--- src/rtl/sfq_xor_tx_if.sv ---
// Word handshake from the harness plus the toggle-encoded lines driven into the SFQ cell.
interface sfq_xor_tx_if;
   logic        in_valid;
   logic        in_a;
   logic        in_b;
   logic        in_ready;
   logic        a_out;
   logic        b_out;
   logic        clk_out;
   logic        exp_out;
   logic [15:0] pulse_cnt;

   modport slave (
      input  in_valid, in_a, in_b,
      output in_ready, a_out, b_out, clk_out, exp_out, pulse_cnt
   );

   modport master (
      output in_valid, in_a, in_b,
      input  in_ready, a_out, b_out, clk_out, exp_out, pulse_cnt
   );
endinterface

--- src/rtl/sfq_xor_tx.sv ---
// Turns 2-bit words into spaced level toggles on the a/b/clk lines of a clocked SFQ cell, plus the expected result.
// First toggle one cycle after accept; in_ready stays low for the whole word, so a pending word waits at the source.
module sfq_xor_tx #(
   parameter int unsigned SETUP_CYC  = 2,
   parameter int unsigned HOLD_CYC   = 3,
   parameter int unsigned AB_GAP_CYC = 1
) (
   input  logic        clk,
   input  logic        rst_n,
   sfq_xor_tx_if.slave io
);
   typedef enum logic [2:0] {IDLE, DATA_A, GAP_AB, DATA_B, SETUP, FIRE, HOLD} state_t;

   // Timer loads give the number of extra cycles spent in the state; it exits when the timer is zero.
   // A zero word has no data cycle, so its SETUP stretch is one cycle longer.
   localparam logic [3:0] GAP_LD   = (AB_GAP_CYC > 1) ? 4'(AB_GAP_CYC - 2) : 4'd0;
   localparam logic [3:0] SET_LD   = (SETUP_CYC > 1)  ? 4'(SETUP_CYC - 2)  : 4'd0;
   localparam logic [3:0] SET0_LD  = (SETUP_CYC > 0)  ? 4'(SETUP_CYC - 1)  : 4'd0;
   localparam logic [3:0] HOLD_LD  = (HOLD_CYC > 0)   ? 4'(HOLD_CYC - 1)   : 4'd0;
   localparam bit         GAP_EN   = (AB_GAP_CYC > 1);
   localparam bit         SET_EN   = (SETUP_CYC > 1);
   localparam bit         HOLD_EN  = (HOLD_CYC > 0);

   state_t      state_q, state_d;
   logic [3:0]  tmr_q, tmr_d;
   logic        lat_a_q, lat_a_d;
   logic        lat_b_q, lat_b_d;
   logic        a_q, a_d;
   logic        b_q, b_d;
   logic        c_q, c_d;
   logic        x_q, x_d;
   logic [15:0] cnt_q, cnt_d;
   logic        rdy_q;

   always_comb begin
      state_d = state_q;
      tmr_d   = tmr_q;
      lat_a_d = lat_a_q;
      lat_b_d = lat_b_q;
      a_d     = a_q;
      b_d     = b_q;
      c_d     = c_q;
      x_d     = x_q;
      cnt_d   = cnt_q;
      case (state_q)
         IDLE: begin
            if (io.in_valid) begin
               lat_a_d = io.in_a;
               lat_b_d = io.in_b;
               if (io.in_a) begin
                  state_d = DATA_A;
               end else if (io.in_b) begin
                  state_d = DATA_B;
               end else begin
                  state_d = SETUP;
                  tmr_d   = SET0_LD;
               end
            end
         end
         DATA_A: begin
            a_d = ~a_q;
            if (lat_b_q) begin
               if (GAP_EN) begin
                  state_d = GAP_AB;
                  tmr_d   = GAP_LD;
               end else begin
                  state_d = DATA_B;
               end
            end else if (SET_EN) begin
               state_d = SETUP;
               tmr_d   = SET_LD;
            end else begin
               state_d = FIRE;
            end
         end
         GAP_AB: begin
            if (tmr_q == 4'd0) state_d = DATA_B;
            else               tmr_d   = tmr_q - 4'd1;
         end
         DATA_B: begin
            b_d = ~b_q;
            if (SET_EN) begin
               state_d = SETUP;
               tmr_d   = SET_LD;
            end else begin
               state_d = FIRE;
            end
         end
         SETUP: begin
            if (tmr_q == 4'd0) state_d = FIRE;
            else               tmr_d   = tmr_q - 4'd1;
         end
         FIRE: begin
            c_d   = ~c_q;
            x_d   = x_q ^ (lat_a_q ^ lat_b_q);
            cnt_d = cnt_q + 16'd1;
            if (HOLD_EN) begin
               state_d = HOLD;
               tmr_d   = HOLD_LD;
            end else begin
               state_d = IDLE;
            end
         end
         HOLD: begin
            if (tmr_q == 4'd0) state_d = IDLE;
            else               tmr_d   = tmr_q - 4'd1;
         end
         default: state_d = IDLE;
      endcase
   end

   always_ff @(posedge clk or negedge rst_n) begin
      if (!rst_n) begin
         state_q <= IDLE;
         tmr_q   <= 4'd0;
         lat_a_q <= 1'b0;
         lat_b_q <= 1'b0;
         a_q     <= 1'b0;
         b_q     <= 1'b0;
         c_q     <= 1'b0;
         x_q     <= 1'b0;
         cnt_q   <= 16'd0;
         rdy_q   <= 1'b1;
      end else begin
         state_q <= state_d;
         tmr_q   <= tmr_d;
         lat_a_q <= lat_a_d;
         lat_b_q <= lat_b_d;
         a_q     <= a_d;
         b_q     <= b_d;
         c_q     <= c_d;
         x_q     <= x_d;
         cnt_q   <= cnt_d;
         rdy_q   <= (state_d == IDLE);
      end
   end

   assign io.in_ready  = rdy_q;
   assign io.a_out     = a_q;
   assign io.b_out     = b_q;
   assign io.clk_out   = c_q;
   assign io.exp_out   = x_q;
   assign io.pulse_cnt = cnt_q;
endmodule

--- src/flat_wrapper.sv ---
// flat-port wrapper written by rule: the top's interface ports become plain ports
module sfq_xor_tx_flat 
#(
   parameter int unsigned SETUP_CYC  = 2,
   parameter int unsigned HOLD_CYC   = 3,
   parameter int unsigned AB_GAP_CYC = 1
)
  (clk, rst_n, io_in_valid, io_in_a, io_in_b, io_in_ready, io_a_out, io_b_out, io_clk_out, io_exp_out, io_pulse_cnt);
  sfq_xor_tx_if io_i ();
  input  logic clk;
  input  logic rst_n;
  input wire logic [$bits(io_i.in_valid)-1:0] io_in_valid;
  input wire logic [$bits(io_i.in_a)-1:0] io_in_a;
  input wire logic [$bits(io_i.in_b)-1:0] io_in_b;
  output wire logic [$bits(io_i.in_ready)-1:0] io_in_ready;
  output wire logic [$bits(io_i.a_out)-1:0] io_a_out;
  output wire logic [$bits(io_i.b_out)-1:0] io_b_out;
  output wire logic [$bits(io_i.clk_out)-1:0] io_clk_out;
  output wire logic [$bits(io_i.exp_out)-1:0] io_exp_out;
  output wire logic [$bits(io_i.pulse_cnt)-1:0] io_pulse_cnt;
  assign io_i.in_valid = io_in_valid;
  assign io_i.in_a = io_in_a;
  assign io_i.in_b = io_in_b;
  assign io_in_ready = io_i.in_ready;
  assign io_a_out = io_i.a_out;
  assign io_b_out = io_i.b_out;
  assign io_clk_out = io_i.clk_out;
  assign io_exp_out = io_i.exp_out;
  assign io_pulse_cnt = io_i.pulse_cnt;
  sfq_xor_tx #(.SETUP_CYC(SETUP_CYC), .HOLD_CYC(HOLD_CYC), .AB_GAP_CYC(AB_GAP_CYC)) u_core (.clk(clk), .rst_n(rst_n), .io(io_i));
endmodule
--- config.mk ---
export PLATFORM = sky130hd
export DESIGN_NAME = sfq_xor_tx_flat
export DESIGN_NICKNAME = d
export VERILOG_FILES = /design/src/rtl/sfq_xor_tx_if.sv /design/src/rtl/sfq_xor_tx.sv /design/src/flat_wrapper.sv
export SDC_FILE = /design/constraint.sdc
export NUM_CORES = 1
export LEC_CHECK = 0
export ABC_AREA = 0
export BUFFER_PORTS_ARGS = -buffer_cell sky130_fd_sc_hd__buf_4
export CAP_MARGIN = 20
export CORE_MARGIN = 3
export CORE_UTILIZATION = 54
export CTS_BUF_LIST = sky130_fd_sc_hd__clkbuf_16
export CTS_CLUSTER_DIAMETER = 60
export DETAILED_ROUTE_END_ITERATION = 16
export HOLD_SLACK_MARGIN = 0.05
export PLACE_DENSITY = 0.77
export SETUP_SLACK_MARGIN = 0.4
export SYNTH_ARGS = -nofsm -noshare
export SYNTH_HDL_FRONTEND = slang
export SYNTH_SLANG_ARGS = --single-unit
--- constraint.sdc ---
create_clock -name clk -period 2.2 [get_ports clk]
set_clock_uncertainty 0.05 [all_clocks]
set_input_delay 0.22 -clock clk [delete_from_list [all_inputs] [get_ports clk]]
set_output_delay 0.22 -clock clk [all_outputs]
set_load 0.005 [all_outputs]
==> results.json <==
{
  "die_w_um": 58.1,
  "ys_seq_area_share_pct": 51.3,
  "hp-class": "in2reg",
  "antenna_found_initial": 0,
  "worst_pin_slew_ns": 0.397,
  "core_area_um2": 2520,
  "die-area_um2": 3370,
  "crit_required_ns": 2.30,
  "finalSetupTns_ns": 0,
  "crit_chain": "or4b_4, a32oi_4, nand2_2, mux2_4",
  "relSlewSlack_pct": 73.2,
  "ys_seq_elements": 30,
  "fp-row-count": 18,
  "final_max_slew_viol_count": 0,
  "syn_to_final_growth_pct": 30.1,
  "finalInstanceArea_um2": 1910,
  "ys_types": 43,
  "fmax_ghz": 0.562,
  "ys_warn_count": 0,
  "avgViaCountPerCell": 5.65,
  "irDropWorstVdd_mv": 0.879,
  "cts-buffers-inserted": 5,
  "overflow": 0,
  "gr-usage-all-layers_pct": 19.8,
  "via_count": 1113,
  "maxCapViolations": 0,
  "hold_violations": 0,
  "p_leak_nw": 0.857,
  "fin_crit_sh_pct": 80.8,
  "synth_area_um2": 1470,
  "htree_levels": 2,
  "synthCells": 132,
  "grt_pass1_wl_mm": 5.10,
  "crit_path_top_delay_cell": "or4b_4",
  "status": "finished clean",
  "gp_congestion": 0.787,
  "cts_tree": "yes",
  "cts_sinks": 30,
  "grt_max_degree": 31,
  "crit_path_max_fanout": 4,
  "clockBufferDepth": 2,
  "initial_core_util_pct": 58.1,
  "drt_wl_total_mm": 2.99,
  "async_flop_share_pct": 100,
  "root_buffer": "clkbuf_16",
  "synth_enable_flop_cells": 0,
  "setup_viol": 0,
  "critPathKind": "reg2reg",
  "drcViolationCount": 0,
  "syn_avg_cell_area_um2": 11.1,
  "drive_gt1_share_pct": 31.7,
  "io_buffers": 25,
  "grt_pass1_vias": 1077,
  "finalNetCount": 173,
  "start_kind": "flop",
  "post_dp_cell_area_um2": 1700,
  "rsz0062_at_grt": "no",
  "p_per_area_nw_per_um2": 1260,
  "drt-initial-drc-count": 53,
  "dp_hpwl_mm": 2.01,
  "dieHeight_um": 58.1,
  "wl_per_cell_um": 15.2,
  "period_needed_ns": 1.78,
  "final_antenna_net_count": 0,
  "synth_ff_type": "dfrtp_1",
  "ioPinCount": 26,
  "clkTransAtPathRegs_ns": 0.05,
  "critPathMaxStageDelay_ns": 0.50,
  "syn_nets": 139,
  "dr.pass1.iters": 4,
  "n_antenna_cell": 0,
  "endpoint_kind": "flop",
  "crit_arrival_ns": 1.88,
  "clock_latency_ns": 0.27
}
==> logic make-up after synthesis <==
family,after synthesis,share of synthesized area (%)
AND/OR/NAND/NOR,51,19.8
buffers and inverters,7,1.88
XOR/XNOR,20,12.0
multiplexers,3,2.56
AO/OA/AOI/OAI,19,10.8
flip-flops,30,51.3
adder cells (fa/ha/maj),2,1.71
==> cells in the mapped netlist (2+ instances only) <==
| library cell | count | share of area, % |
|---|---|---|
| clkbuf_1 | 3 | 0.77 |
| dfrtp_1 | 29 | 50 |
| a21oi_1 | 2 | 0.68 |
| nor2_1 | 7 | 1.8 |
| nand4_1 | 6 | 2.6 |
| nor4_1 | 2 | 0.85 |
| mux2_2 | 2 | 1.5 |
| o21ai_0 | 3 | 1.0 |
| inv_1 | 3 | 0.77 |
| xor2_1 | 6 | 3.6 |
| nor3_1 | 2 | 0.68 |
| nand3b_1 | 3 | 1.5 |
| ha_1 | 2 | 1.7 |
| nor2b_1 | 3 | 1.3 |
| o211ai_1 | 2 | 1.0 |
| nand2b_1 | 2 | 0.85 |
| xnor2_1 | 14 | 8.4 |
| and3_1 | 2 | 0.85 |
| nand3_1 | 5 | 1.7 |
| nand2_1 | 10 | 2.6 |
| and2_1 | 2 | 0.85 |
==> worst max-delay path: cells and delay by family, from the launching register on <==
kind,cells,cell delay (ns)
mux,1,0.31
compound gates,1,0.29
flops,1,0.38
simple gates,2,0.63
==> sequential cells by signal, indices dropped and copies added (netlist names) <==
name / flops
u_core.tmr_q: 4
u_core.io.clk_out: 1
u_core.lat_b_q: 1
u_core.state_q: 3
u_core.lat_a_q: 1
u_core.io.exp_out: 1
u_core.io.pulse_cnt: 16
u_core.io.b_out: 1
u_core.io.a_out: 1
u_core.io.in_ready: 1
==> area by class of cell <==
class	instances	area (µm²)
sequential	30	752
multi-input combinational	95	733
fill	182	616
timing repair buffer	31	235
clock buffer	5	125
tap	30	37.5
clock inverter	3	12.5
inverter	3	11.3
==> where the power goes <==
| part | switching (mW) | leakage, nW | internal, mW |
|---|---|---|---|
| logic | 0.411 | 0.400 | 0.487 |
| clock network | 0.208 | 0.0724 | 0.406 |
| registers | 0.180 | 0.385 | 0.712 |
| total | 0.798 | 0.857 | 1.60 |
==> timing repair <==
action,in CTS,in global routing
hold buffers,1,0
endpoints found under the hold margin,29,0
resized for setup,5,6
endpoints found under the setup margin,4,6
setup buffers,1,0
pin swaps,3,2
==> per-layer routing <==
layer	part of all wire [%]	global-route usage, %	wire length [µm]
met5	0	0	0
met4	1.8	7.95	55
met3	5.7	4.90	170
met2	50	31.5	1480
met1	43	26.1	1280
==> final timing paths <==
| check | start | endpoint | slack [ns] | depth (start not counted) |
|---|---|---|---|---|
| min in group asynchronous | rst_n | u_core.io.pulse_cnt[3] | 0.37 | 2 |
| setup / recovery | u_core.state_q[0] | u_core.tmr_q[0] | 0.42 | 4 |
| hold reg to reg | u_core.io.pulse_cnt[15] | u_core.io.pulse_cnt[15] | 0.42 | 1 |
| hold / removal | io_in_a | u_core.lat_a_q | 0.17 | 2 |
| max in group asynchronous | rst_n | u_core.io.in_ready | 1.41 | 2 |
| setup reg to reg | u_core.state_q[0] | u_core.tmr_q[0] | 0.42 | 4 |
==> layout by cell type (no fill, tap or decap), types with 2 or more instances in the layout <==
cell type and instances:
nand2_1 10, nand4_1 6, a21oi_1 2, nand2b_1 2
nor2b_1 3, nand3b_1 3, o211ai_1 2, xor2_1 6
nor4_1 2, clkbuf_16 5, and2_1 2, nand3_1 5
o21ai_0 2, dfrtp_1 29, xnor2_1 14, mux2_2 2
buf_4 30, inv_1 2, and3_1 2, nor2_1 6
inv_2 2
==> stage by stage <==
| stage | util, % | cells | setup slack [ns] | hold slack, ns | power, mW |
|---|---|---|---|---|---|
| 2_1_floorplan | - | 132 | 0.402 | -0.126 | 1.40 |
| 3_3_place_gp | 67.6 | 187 | 0.387 | 0.112 | 1.65 |
| 3_5_place_dp | 67.6 | 187 | 0.259 | 0.119 | 1.68 |
| 4_1_cts | 74.8 | 197 | 0.391 | 0.169 | 2.38 |
| 5_1_grt | 75.6 | 197 | 0.381 | 0.179 | 2.57 |
| 6_report | 75.6 | 197 | 0.422 | 0.173 | 2.40 |
Note: power is estimated with default switching activity, not from simulation.
